### src/rtl/store_align_buffer.sv
// Store alignment and in-order store buffer: lane-replicates SB/SH/SW data, builds
// active-low byte enables, and drains entries to data memory over a req/ack handshake.
module store_align_buffer #(
    parameter int DEPTH = 4
) (
    input  logic        clk,
    input  logic        rst,
    input  logic        st_valid,
    output logic        st_ready,
    input  logic [2:0]  st_funct3,
    input  logic [31:0] st_addr,
    input  logic [31:0] st_data,
    output logic        st_err,
    input  logic [31:0] ld_check_addr,
    output logic        ld_hazard,
    output logic        dm_req,
    output logic [31:0] dm_addr,
    output logic [31:0] dm_wdata,
    output logic [3:0]  dm_web,
    input  logic        dm_ack,
    output logic        empty
);

    localparam int PW = (DEPTH > 1) ? $clog2(DEPTH) : 1;
    localparam logic [PW:0] FULL_CNT = (PW+1)'(DEPTH);
    localparam logic [0:0] S_IDLE = 1'b0;
    localparam logic [0:0] S_BUSY = 1'b1;

    logic [29:0]   ent_addr_q  [DEPTH];
    logic [31:0]   ent_wdata_q [DEPTH];
    logic [3:0]    ent_web_q   [DEPTH];

    logic [PW:0]   count_q, count_d;
    logic [PW-1:0] head_q, head_d, tail_q, tail_d, head_nxt;
    logic [0:0]    state_q, state_d;
    logic          dm_req_q, dm_req_d;
    logic [31:0]   dm_addr_q, dm_addr_d;
    logic [31:0]   dm_wdata_q, dm_wdata_d;
    logic [3:0]    dm_web_q, dm_web_d;
    logic          st_err_q, st_err_d;

    logic          al_err;
    logic [31:0]   al_wdata;
    logic [3:0]    al_web;
    logic          accept, enq, pop;
    logic          unused_ld_bits;

    assign unused_ld_bits = ^ld_check_addr[1:0];

    always_comb begin
        al_err   = 1'b0;
        al_wdata = st_data;
        al_web   = 4'b1111;
        case (st_funct3)
            3'b000: begin
                al_wdata = {4{st_data[7:0]}};
                al_web   = ~(4'b0001 << st_addr[1:0]);
            end
            3'b001: begin
                al_wdata = {2{st_data[15:0]}};
                al_web   = st_addr[1] ? 4'b0011 : 4'b1100;
                al_err   = st_addr[0];
            end
            3'b010: begin
                al_web   = 4'b0000;
                al_err   = |st_addr[1:0];
            end
            default: al_err = 1'b1;
        endcase
    end

    assign st_ready = (count_q < FULL_CNT);
    assign accept   = st_valid && st_ready;
    assign enq      = accept && !al_err;
    assign pop      = (state_q == S_BUSY) && dm_ack;
    assign head_nxt = head_q + PW'(1);

    // Entry payload is data only; validity is tracked by head/count.
    always_ff @(posedge clk) begin
        if (enq) begin
            ent_addr_q[tail_q]  <= st_addr[31:2];
            ent_wdata_q[tail_q] <= al_wdata;
            ent_web_q[tail_q]   <= al_web;
        end
    end

    always_comb begin
        state_d    = state_q;
        head_d     = head_q;
        dm_req_d   = dm_req_q;
        dm_addr_d  = dm_addr_q;
        dm_wdata_d = dm_wdata_q;
        dm_web_d   = dm_web_q;
        case (state_q)
            S_IDLE: begin
                if (count_q != '0) begin
                    dm_req_d   = 1'b1;
                    dm_addr_d  = {ent_addr_q[head_q], 2'b00};
                    dm_wdata_d = ent_wdata_q[head_q];
                    dm_web_d   = ent_web_q[head_q];
                    state_d    = S_BUSY;
                end
            end
            default: begin
                if (dm_ack) begin
                    head_d = head_nxt;
                    // Only entries already counted qualify; a same-cycle enqueue waits for IDLE.
                    if (count_q > (PW+1)'(1)) begin
                        dm_addr_d  = {ent_addr_q[head_nxt], 2'b00};
                        dm_wdata_d = ent_wdata_q[head_nxt];
                        dm_web_d   = ent_web_q[head_nxt];
                    end else begin
                        dm_req_d = 1'b0;
                        dm_web_d = 4'b1111;
                        state_d  = S_IDLE;
                    end
                end
            end
        endcase
        tail_d   = enq ? tail_q + PW'(1) : tail_q;
        st_err_d = accept && al_err;
        case ({enq, pop})
            2'b10:   count_d = count_q + (PW+1)'(1);
            2'b01:   count_d = count_q - (PW+1)'(1);
            default: count_d = count_q;
        endcase
    end

    always_ff @(posedge clk or posedge rst) begin
        if (rst) begin
            count_q    <= '0;
            head_q     <= '0;
            tail_q     <= '0;
            state_q    <= S_IDLE;
            dm_req_q   <= 1'b0;
            dm_addr_q  <= '0;
            dm_wdata_q <= '0;
            dm_web_q   <= 4'b1111;
            st_err_q   <= 1'b0;
        end else begin
            count_q    <= count_d;
            head_q     <= head_d;
            tail_q     <= tail_d;
            state_q    <= state_d;
            dm_req_q   <= dm_req_d;
            dm_addr_q  <= dm_addr_d;
            dm_wdata_q <= dm_wdata_d;
            dm_web_q   <= dm_web_d;
            st_err_q   <= st_err_d;
        end
    end

    // The in-flight entry is still counted, so it participates in the hazard match.
    always_comb begin
        ld_hazard = 1'b0;
        for (int i = 0; i < DEPTH; i++) begin
            if (({1'b0, PW'(PW'(i) - head_q)} < count_q) &&
                (ent_addr_q[i] == ld_check_addr[31:2]))
                ld_hazard = 1'b1;
        end
    end

    assign dm_req   = dm_req_q;
    assign dm_addr  = dm_addr_q;
    assign dm_wdata = dm_wdata_q;
    assign dm_web   = dm_web_q;
    assign st_err   = st_err_q;
    assign empty    = (count_q == '0);

endmodule

### config.mk
export PLATFORM = sky130hd
export DESIGN_NAME = store_align_buffer
export DESIGN_NICKNAME = d
export VERILOG_FILES = /design/src/rtl/store_align_buffer.sv
export SDC_FILE = /design/constraint.sdc
export NUM_CORES = 1
export LEC_CHECK = 0
export BUFFER_PORTS_ARGS = -buffer_cell sky130_fd_sc_hd__buf_4
export CORE_MARGIN = 2
export CORE_UTILIZATION = 40
export CTS_CLUSTER_DIAMETER = 120
export CTS_CLUSTER_SIZE = 8
export DETAILED_ROUTE_END_ITERATION = 10
export GPL_TIMING_DRIVEN = 0
export PLACE_DENSITY = 0.69
export SYNTH_ARGS = -nofsm -noshare
export SYNTH_HDL_FRONTEND = slang
export SYNTH_SLANG_ARGS = --single-unit
### constraint.sdc
create_clock -name clk -period 4.4 [get_ports clk]
set_clock_uncertainty 0.15 [all_clocks]
set_input_delay 0 -clock clk [delete_from_list [all_inputs] [get_ports clk]]
set_output_delay 0 -clock clk [all_outputs]
set_load 0.01 [all_outputs]
# After elaboration in Yosys (flattened, before gate mapping)
# Memory sizes are Yosys's and may differ from the RTL's.
# Cells that the tools add are included.
dict set report totals {
  register_bits 78
  mem_bits_rw 264
  out_inout_bits 73
  elab_cells 89
  n_memories 3
}
dict set report op_classes {
  n_addsub 8
  n_lt_le_gt_ge 6
  n_eq_ne 11
  shift 1
  muxes 31
  bitwise 1
  reduce_logical 19
}
# memory depth word_bits read_ports rd_clocked_by_memory_dff wr line
set mem_list {}
lappend mem_list {ent_wdata_q 4 32 2 0 1 30} ;# logic [31:0] ent_wdata_q [DEPTH];
lappend mem_list {ent_addr_q 4 30 6 0 1 29} ;# logic [29:0] ent_addr_q [DEPTH];
lappend mem_list {ent_web_q 4 4 2 0 1 31} ;# logic [3:0] ent_web_q [DEPTH];
# operator n
set op_table {}
lappend op_table {{$mux W32} 8}
lappend op_table {{$eq A30 B30 Y1} 4}
lappend op_table {{$pmux W32 S2} 1}
lappend op_table {{$mux W4} 5}
lappend op_table {{$mux W1} 14}
lappend op_table {{$lt A2 B3 Y1} 4}
lappend op_table {{$pmux W4 S3} 1}
lappend op_table {{$logic_and A1 B1 Y1} 8}
lappend op_table {{$logic_not A3 Y1} 2}
lappend op_table {{$pmux W3 S2} 1}
lappend op_table {{$reduce_and A3 Y1} 2}
lappend op_table {{$add A2 B1 Y2 const B} 2}
lappend op_table {{$ne A2 B2 Y1 const B} 2}
lappend op_table {{$not A4 Y4} 1}
lappend op_table {{$reduce_and A2 Y1} 2}
lappend op_table {{$reduce_bool A2 Y1} 2}
lappend op_table {{$shl A1 B2 Y4 const A} 1}
lappend op_table {{$sub A1 B2 Y2 const A} 2}
lappend op_table {{$sub A2 B2 Y2 const A} 2}
lappend op_table {{$add A3 B1 Y3 const B} 1}
lappend op_table {{$eq A3 B1 Y1 const B} 1}
lappend op_table {{$eq A3 B2 Y1 const B} 1}
lappend op_table {{$gt A3 B1 Y1 const B} 1}
lappend op_table {{$lt A3 B3 Y1 const B} 1}
lappend op_table {{8 further kinds} 8}

# Logic depth before layout (Yosys ltp)
dict set report depth {
  word_depth 7
  depth_mapped 11
  ltp_nobuf 9
}

# Worst setup path after synthesis
# No wires, ideal clock.
dict set report synth_path {
  path_kind {reg-to-reg}
  startpoint {reg count_q[2]}
  endpoint {mem ent_addr_q[0][0] (enable)}
  setup_time_ps 431
  arrival_ps 2505
  required_time_ps 3819
  slack_ps 1314
  stages_incl_launch_ff 5
  path_buffers 1
  cell_sequence {dfrtp_1 > inv_2 > and3_1 > clkbuf_1 > and2_1}
}
dict set report synth_between {
  elab_chain_len 5
}
# element line
set synth_lines {}
lappend synth_lines {{start, declared} 33} ;# logic [PW:0] count_q, count_d;
lappend synth_lines {{start signal, assigned} 141} ;# count_q <= count_d;
lappend synth_lines {{$lt A3 B3 Y1} 72} ;# assign st_ready = (count_q < FULL_CNT);
lappend synth_lines {{net st_ready} 9} ;# output logic st_ready,
lappend synth_lines {{$logic_and A1 B1 Y1} 73} ;# assign accept = st_valid && st_ready;
lappend synth_lines {{$logic_and A1 B1 Y1} 74} ;# assign enq = accept && !al_err;
lappend synth_lines {{$mux W1} 80} ;# if (enq) begin
lappend synth_lines {{$mux W1 (implied by the code)} 81} ;# ent_addr_q[tail_q] <= st_addr[31:2];
lappend synth_lines {{end, declared} 29}
# The timed path passes the listed nets, and every way through them passes these cells.

# Worst setup path after layout
dict set report layout_path {
  startpoint {reg head_q[1]}
  endpoint {out ld_hazard}
}
dict set report layout_between {
  elab_chain_len 7
  elab_cells_between_ends 16
}
# element line
set layout_lines {}
lappend layout_lines {{start, declared} 34} ;# logic [PW-1:0] head_q, head_d, tail_q, tail_d, head_nxt;
lappend layout_lines {{start signal, assigned} 132} ;# head_q <= '0;
lappend layout_lines {{start signal, assigned} 142} ;# head_q <= head_d;
lappend layout_lines {{$sub A1 B2 Y2} 157} ;# if (({1'b0, PW'(PW'(i) - head_q)} < count_q) &&
lappend layout_lines {{$lt A2 B3 Y1} 157}
lappend layout_lines {{$logic_and A1 B1 Y1} 157}
lappend layout_lines {{$mux W1 (3 in a row)} 157}
lappend layout_lines {{$mux W1 (*)} 157}
lappend layout_lines {{end, declared} 15} ;# output logic ld_hazard,
# Mark *: on every way between the ends. The rest lies on a longest branch, timed or not.

==> reports/results.ini <==
[status]
outcome=completed

[cells_and_area]
layout_common_cells=edfxtp_1 (264), buf_4 (159), mux4_2 (132)
diodes=0
instances_no_fill=1877
fin_area_mm2=0.0207
final_nets=1422
final_util=0.506
area_growth_pct=24.9
drive_above_1_share=0.306
final_common_cell=edfxtp_1

[placed_design]
place.port_buffers=156
place_inst=1716
dp_hpwl_um=31900
placed_area_mm2=0.0185
place_congestion=0.942

[cts]
clk_pin_slew_worst_paths_ns=0.05
postCtsSetupBuffers=0
ctsResizeCount=0
ctsLongestPathBuffers=3
cts_hold_buf=73
cts_tree=built
clock_latency_ns=0.56
clock_tree.root_cell=clkbuf_16
htree_levels=2
cts-buffers-inserted=48
cts_sinks=340

[synth]
synth_adder_area_share=0.00908
syn_area_mm2=0.0165
syn_inst=1022
synth_seq_cells=340
seq_area_frac_synth=0.595
synth_compound_area_frac=0.0340
synthSimpleGateAreaFrac=0.0372
synth.largest_area_cell=edfxtp_1
ys_types=37
async_flop_share=0.224
syn_area_per_cell_um2=16.2
synth_area_leaders=edfxtp_1 (48%), mux4_2 (18%), dfrtp_1 (11%), mux2i_1 (4.3%), xnor2_1 (4.1%)
synthMuxAreaShare=0.234
ys.warnings.count=0
synthFlopType=edfxtp_1
synth-edff-count=264
synth_top_family_by_area=multiplexers
synth_top_cell_area_share=0.480
synth_xor_area_frac=0.0673

[drt]
via_per_inst=5.61
final_antenna_net_count=0
firstDrtPassIters=9
wire_per_inst_um=24.5
dr.first_iter.drc_count=1014
drc=0
vias=10530
drt-total-wl_um=46000

[worst_hold_path]
whs_path_depth=2
hold_class=input pin to register
min-delay-start=st_addr[24]

[floorplanning]
fp-row-count=74
die_x_um=207
coreArea_mm2=0.0408
dieArea_mm2=0.0430
io-pin-count=176
die_h_um=207
start_util=0.405

[timing]
rsz0062_at_grt=false
hold_violations=0
setup_viol=0
holdWs_ns=0.0424
fmax_mhz=254
worst_pin_slew_ns=1.00
slew_headroom=0.332
fin_crit_ns=3.94
final_max_slew_viol_count=0
period_share=0.896

[worst_setup_path]
cp_data_required_time_ns=4.25
critPathMaxFanout=10
crit_chain=buf_2 > buf_2 > buf_2 > inv_1 > ha_1 > inv_1 > a2111oi_0 > nand4_1 > or4_1 > nand4_1 > buf_4
cp-startpoint=head_q[1]
r2r_slack_ns=1.53
worstRegToRegCells=8
rr_startpoint=count_q[1]
path_common_cell=buf_2
rr_endpoint=dm_addr[30]
cp-start-kind=register
arrival_ns=3.79
max_stage_delay_ns=0.58
crit_type=register to output port
endpoint_kind=output port
critPathSlowestCell=a2111oi_0
worstSetupEndpoint=ld_hazard

[power_and_ir_drop]
irDropWorstVdd_v=0.000373
leakagePower_nw=7.57
power_density_mw_per_mm2=619

[grt]
grt_pass1_wl_um=69100
grt_pass1_vias=10844
grt.total_usage=0.214
gr-total-overflow=0
antenna_found_initial=1
grt_max_degree=54

[flow_run]
cap_viol_max_count=0

power breakdown:
group          switching [W]  total (W)  leakage [nW]  internal (W)
Clock                0.00137    0.00345         0.668       0.00208
Combinational        0.00271    0.00509          3.68       0.00238
Sequential          0.000275    0.00424          3.22       0.00396
layout make-up:
type                    count  area, um^2
repair buffers            234        2030
fillers                  3360       20200
inverters                  14        55.1
plain buffers              72         325
flip-flops and latches    340        9830
clock buffers              85        1360
well taps                 532         666
multi-input cells         597        6330
clock inverters             3        45.0
state kept, by name (all words and copies together) (netlist names):
register,flops
ent_addr_q,120
ent_web_q,16
st_err,1
dm_addr,30
count_q,3
tail_q,2
dm_wdata,32
dm_web,4
head_q,2
dm_req,1
ent_wdata_q,128
state_q,1
synth_stat cells, types with 2 or more instances:
cell type and n:
dfrtp_1 72, nor2_1 80, inv_1 13, xor2_1 50, mux4_2 132, o22ai_1 4
clkbuf_1 31, buf_1 3, ha_1 12, edfxtp_1 264, buf_4 3, nand4_1 22
mux2_2 17, nand2_1 11, a21oi_1 76, mux2i_1 71, dfstp_2 4, buf_2 35
a2111oi_0 5, nor4_1 11, xnor2_1 77, and2_1 4, o21ai_0 10, a2111o_1 2
routing by layer:
layer | vias up | track usage | routed length (um) | part of all wire
li1 | 4566 | - | - | -
met1 | 5394 | 0.287 | 18700 | 0.41
met2 | 483 | 0.352 | 22300 | 0.49
met3 | 85 | 0.0458 | 3750 | 0.081
met4 | 2 | 0.0653 | 1220 | 0.026
met5 | - | 0 | 13 | 0.00028
worst min-delay path by stage:
stage                   endpoint  slack [ns]
2_1_floorplan   ent_addr_q[0][0]       -0.05
3_3_place_gp   ent_addr_q[3][25]        0.05
3_5_place_dp          dm_addr[4]       -0.14
4_1_cts         ent_addr_q[0][9]        0.02
5_1_grt         ent_addr_q[0][9]        0.03
6_report       ent_addr_q[0][22]        0.04
metrics by stage:
step                      power, W  setup TNS (ns)  setup WS (ns)
final                       0.0128               0          0.455
after global routing        0.0134               0          0.322
after floorplan            0.00757               0           1.31
after detailed placement   0.00938               0           1.06
after CTS                   0.0129               0          0.444
after global placement     0.00927          -79.29         -0.339
kinds of logic (layout without fill, tap and decap cells):
group,count (synthesis),in the layout
simple gates,134,134
compound gates,102,102
xor+xnor,127,127
buf+inv,86,408
other cells,1,2
flops,340,340
mux,220,220
fa+ha+maj,12,12
worst max-delay path, delay by kind of cell, from the launching register on:
| kind | cells | cell delay [ns] |
|---|---|---|
| adder cells (fa/ha/maj) | 1 | 0.34 |
| AND/OR/NAND/NOR | 3 | 0.71 |
| AO/OA/AOI/OAI | 1 | 0.58 |
| flip-flops | 1 | 0.34 |
| buffers and inverters | 6 | 1.25 |
Note: power is estimated with default switching activity, not from simulation.
